$ cat src/rtl/axi_stream_protocol_checker_stall_timer.sv
// Counts consecutive stall cycles (valid without ready) and emits a single
// pulse in the cycle the count reaches STALL_TIMEOUT. The count parks at the
// limit so a long stall reports only once; any non-stall cycle rearms it.
// STALL_TIMEOUT = 0 disables the pulse entirely.
module axis_chk_stall_timer #(
    parameter int STALL_TIMEOUT = 1024
) (
    input  logic clk,
    input  logic reset,
    input  logic stall_i,
    output logic timeout_o
);

    localparam int            CW    = (STALL_TIMEOUT < 1) ? 1 : $clog2(STALL_TIMEOUT + 1);
    localparam logic [CW-1:0] LIMIT = CW'(STALL_TIMEOUT);

    logic [CW-1:0] count_q;
    logic [CW-1:0] count_d;

    // Next count and the one-cycle timeout pulse.
    always_comb begin
        count_d   = count_q;
        timeout_o = 1'b0;
        if (!stall_i) begin
            count_d = '0;
        end else if (count_q != LIMIT) begin
            count_d   = count_q + CW'(1);
            timeout_o = (STALL_TIMEOUT != 0) && (count_d == LIMIT);
        end
    end

    // Stall count register.
    always_ff @(posedge clk) begin
        if (reset) begin
            count_q <= '0;
        end else begin
            count_q <= count_d;
        end
    end

endmodule

$ cat config.mk
export PLATFORM = sky130hd
export DESIGN_NAME = axis_chk_stall_timer
export DESIGN_NICKNAME = d
export VERILOG_FILES = /design/src/rtl/axi_stream_protocol_checker_stall_timer.sv
export SDC_FILE = /design/constraint.sdc
export NUM_CORES = 1
export LEC_CHECK = 0
export CAP_MARGIN = 10
export CORE_MARGIN = 8
export CORE_UTILIZATION = 43
export CTS_CLUSTER_DIAMETER = 150
export CTS_CLUSTER_SIZE = 8
export DETAILED_ROUTE_END_ITERATION = 16
export GPL_TIMING_DRIVEN = 0
export PLACE_DENSITY_LB_ADDON = 0.05
export RECOVER_POWER = 25
export SYNTH_ARGS = -nofsm -noshare
export SYNTH_HDL_FRONTEND = slang
export SYNTH_SLANG_ARGS = --single-unit
$ cat constraint.sdc
create_clock -name clk -period 1.8 [get_ports clk]
set_input_delay 0.27 -clock clk [delete_from_list [all_inputs] [get_ports clk]]
set_output_delay 0.27 -clock clk [all_outputs]
set_load 0.03 [all_outputs]
# == Yosys cells after proc, flatten, opt, wreduce, memory -nomap -nowiden ==
# Index checks and enable logic that the tools add are counted.
# word_totals
input_bits,3
latchBits,0
reg_bits,11
romBits,0
elab_cells,8
ramBits,0
output_inout_bits,1
mem_count,0
# op_classes
add_sub_neg,1
n_shift,0
n_bitwise,1
n_lt_le_gt_ge,0
n_reduce_logical,1
n_eq_ne,2
n_mux,2
div,0
n_mul,0
# op_table
cell,n
$add A11 B1 Y11 const B,1
$eq A11 B11 Y1 const B,1
$ne A11 B11 Y1 const B,1
$mux W1,2
$reduce_or A2 Y1,1
$not A1 Y1,1

# == Longest topological paths before layout ==
# logic_depth
word_depth,4
ltp_mapped,7
mapped_depth_nobuf,6

# == Least setup slack after synthesis ==
# No wires, ideal clock.
# synth_timing
path_type,register to output
start,register count_q[1]
end,output timeout_o
arrival_ns,2.681
setup_slack_ns,-1.151
n_path_buf,0
t_required_ns,1.530
stages_incl_launch_ff,6
cell_sequence,dfxtp_1 > ha_1 > nand3_1 > nor4b_1 > o21bai_1 > a2111oi_0
# synth_via
elab_chain_len,4
elab_cells_between_ends,5
cone_classes,add/sub: 1; eq/ne: 2; mux: 2
# synth_lines
item,line,source
start: declaration,17,logic [CW-1:0] count_q;
start signal: assignment,37,count_q <= count_d;
$add A11 B1 Y11,27,count_d = count_q + CW'(1);
$eq A11 B11 Y1,28,timeout_o = (STALL_TIMEOUT != 0) && (count_d == LIMIT);
$mux W1 *,26,end else if (count_q != LIMIT) begin
$mux W1 *,24,if (!stall_i) begin
end: declaration,11,output logic timeout_o
# Mark *: on every way between the ends. The rest lies on a longest branch, timed or not.

# == Worst setup path after layout ==
# layout_timing
start,register count_q[0]
end,output timeout_o
# The elaborated chain is that of the path after synthesis.

==> results by group <==
Routing
  • Vias per inst: 5.34
  • Antenna-violating nets left: 0
  • First drt pass iteration count: 4
  • Routed len/inst: 13.2 um
  • DR iter-0 viols: 9
  • DR DRC count: 0
  • DRT Wirelength: about 1500 um
  • Detailed-route via count: 603

GRT
  • Pin count of the biggest net entering global routing: 10
  • First-pass GRT wire length: approximately 2400 um
  • Grt ovf: 0
  • Vias in the first global route: between 500 and 600
  • GRT Total Usage: 0.0941
  • Antenna violations before repair: 0

Worst hold path
  • Worst hold path type: reg2reg

Place
  • Buffers on Ports: 3
  • Post-DP HPWL: 1060 um
  • GPL Wtd Cong: 0.788
  • Placed standard-cell area: 820 um2

Final layout
  • Biggest regs: count_q (11)
  • Fin nets: 104
  • Finished Core Util: 0.599
  • Largest reg by FF count: count_q
  • Share of layout cells above drive strength 1: 0.330
  • Layout area overhead: 28.5%
  • Cell area after layout: around 910 um2
  • # diodes: 0
  • Footprint of the multi-input gates: about 520 um2
  • Largest register FFs: 11
  • Fill cells: 141
  • Register Area: 228 um2

STA
  • Skew final: 5.07 ps
  • Worst Setup Slack, final: -413 ps
  • Min Tclk post-route: between 2000 and 2500 ps
  • Slew headroom: 0.790
  • Worst Tran Pin Value: 313 ps
  • RSZ-0062 raised after global routing: true
  • Peak Freq: between 400 and 500 MHz
  • Post-Route Setup TNS: -413 ps
  • # setup viols final: 1
  • Hold Fails Final Rpt: 0
  • Count of pins over their slew limit: 0
  • Final Cycle Share: 1.23

Pwr
  • Worst VDD drop: about 0.00039 V
  • Pwr Density: 505 mW/mm2
  • Static Leak: 0.000286 uW

Logic synthesis
  • Count leader, synth: nor2_1
  • Cells after Synth: 84
  • Seq/Total Area, Yosys: 0.310
  • EDFF count, synth: 0
  • Mapped Nets: 90
  • Distinct cells, synth: 34
  • Top area cells in the synthesized netlist: dfxtp_1 31%, xnor2_1 11%, nor2_1 6.3%, ha_1 5.3%, nand2_1 4.8%
  • Largest area contributor in the netlist: dfxtp_1
  • Yosys reg bits: 11
  • Top FF cell, synth: dfxtp_1
  • Mean post-synth cell area: 8.46 um2
  • Synth top cells by count: 12 x nor2_1, 11 x dfxtp_1, 9 x nand2_1, 9 x xnor2_1, 4 x nor3_1
  • Post-Syn Area: 711 um2
  • Yosys warning count: 0
  • Synth top area share: 0.310
  • Asr flop ratio synth: 0

Floorplanning
  • Die X: between 50 and 60 um
  • Ports: 4
  • Placeable Area: 0.00152 mm2
  • Die height: 56.7 um
  • Initial Util: 0.466
  • Number of cell rows: 14
  • Die area: 0.00321 mm2

Setup path
  • CP cell instances: buf_4 > ha_4 > and3_4 > a31oi_1 > o21bai_1 > a2111oi_4 > buf_4
  • Crit-path slowest cell: dfxtp_4
  • Worst R2R Setup Slack: ~60 ps
  • Largest fanout on the critical path: 6
  • Setup crit start kind: register
  • Buf+Inv Stages, Crit Path: 2
  • Top delay family on crit path: compound AO/OA/AOI/OAI gates
  • CP dominant cell by count: buf_4
  • Critical path class: reg2out
  • Worst Setup End Kind: output port
  • CP max stage delay: 360 ps
  • CP required: roughly 1500 ps
  • Critical Path AT: 1940 ps

Clock tree
  • Clock sink count: 11
  • CTS max path bufs: 2
  • Inserted Clock Buffers: 3
  • Root Buffer: clkbuf_4
  • CTS tree: yes
  • H-tree Lvls: 1
  • Clock Latency Late Sink: approximately 270 ps
  • Clk slew on worst S/H paths: 80 ps

Status
  • Failing checks: negative setup slack
  • Outcome: complete, but fails checks

Run
  • Max Cap Viol: 0
power by group:
group	internal, uW	total, uW	leakage (uW)	switching (uW)
combinational	22.5	38.3	0.000181	15.8
sequential	244	247	0.0000903	2.77
clock	85.9	176	0.0000150	90.4
total	352	461	0.000286	109
repair_timing:
item,4_1_cts,5_1_grt
pin swaps,3,3
setup endpoints to repair,1,7
setup buffers,5,1
hold buffers,0,0
gates resized for setup,9,4
cloned,0,0
logic make-up after synthesis:
group / count (synthesis) / synth area share
adders and majority gates: 3 / 0.0528
xor gates and xnor gates: 9 / 0.111
muxes: 1 / 0.0141
AOI/OAI and AO/OA: 10 / 0.0916
buffers and inverters: 6 / 0.0581
and+or+nand+nor: 44 / 0.363
DFF: 11 / 0.310
tightest hold or removal path, delay by kind of cell, from the launching register on:
kind,cells,cell delay [ps]
xor+xnor,1,150
flops,1,340
simple gates,1,40
final timing paths:
path	startpoint	end	cells after the start
max	count_q[0]	timeout_o	7
min	count_q[10]	count_q[10]	2
max reg2reg	count_q[0]	count_q[0]	8
min reg2reg	count_q[10]	count_q[10]	2
cell usage in the layout, fill, tap and decap left out, drive strengths merged, types with 3 or more instances in the layout:
cell    instances
buf             9
a21oi           3
nand2           9
nor3            4
nor2           12
ha              3
clkbuf          6
dfxtp          11
xnor2           9
per-stage QoR:
step	hold slack (ps)	cells	worst slack (ps)	power, uW
6_report	557	113	-413	461
5_1_grt	570	113	-503	475
4_1_cts	560	112	-414	462
3_5_place_dp	549	103	-653	279
3_3_place_gp	532	103	-622	278
2_1_floorplan	503	84	9.14	270
layout make-up:
type                    count  share of cell area
multi-input cells          67               0.571
flip-flops and latches     11               0.249
repair buffers              9              0.0795
plain buffers               4              0.0411
clock buffers               4              0.0288
well taps                  16              0.0219
inverters                   2             0.00822
routing by layer:
layer,wire (um),share of wire,vias up,GRT usage
met2,685,0.46,7,0.144
met1,729,0.49,277,0.114
met3,35,0.024,4,0.0270
met4,37,0.025,0,0.0515
li1,-,-,315,-
met5,0,0,-,0
(Power assumes the default switching activity.)
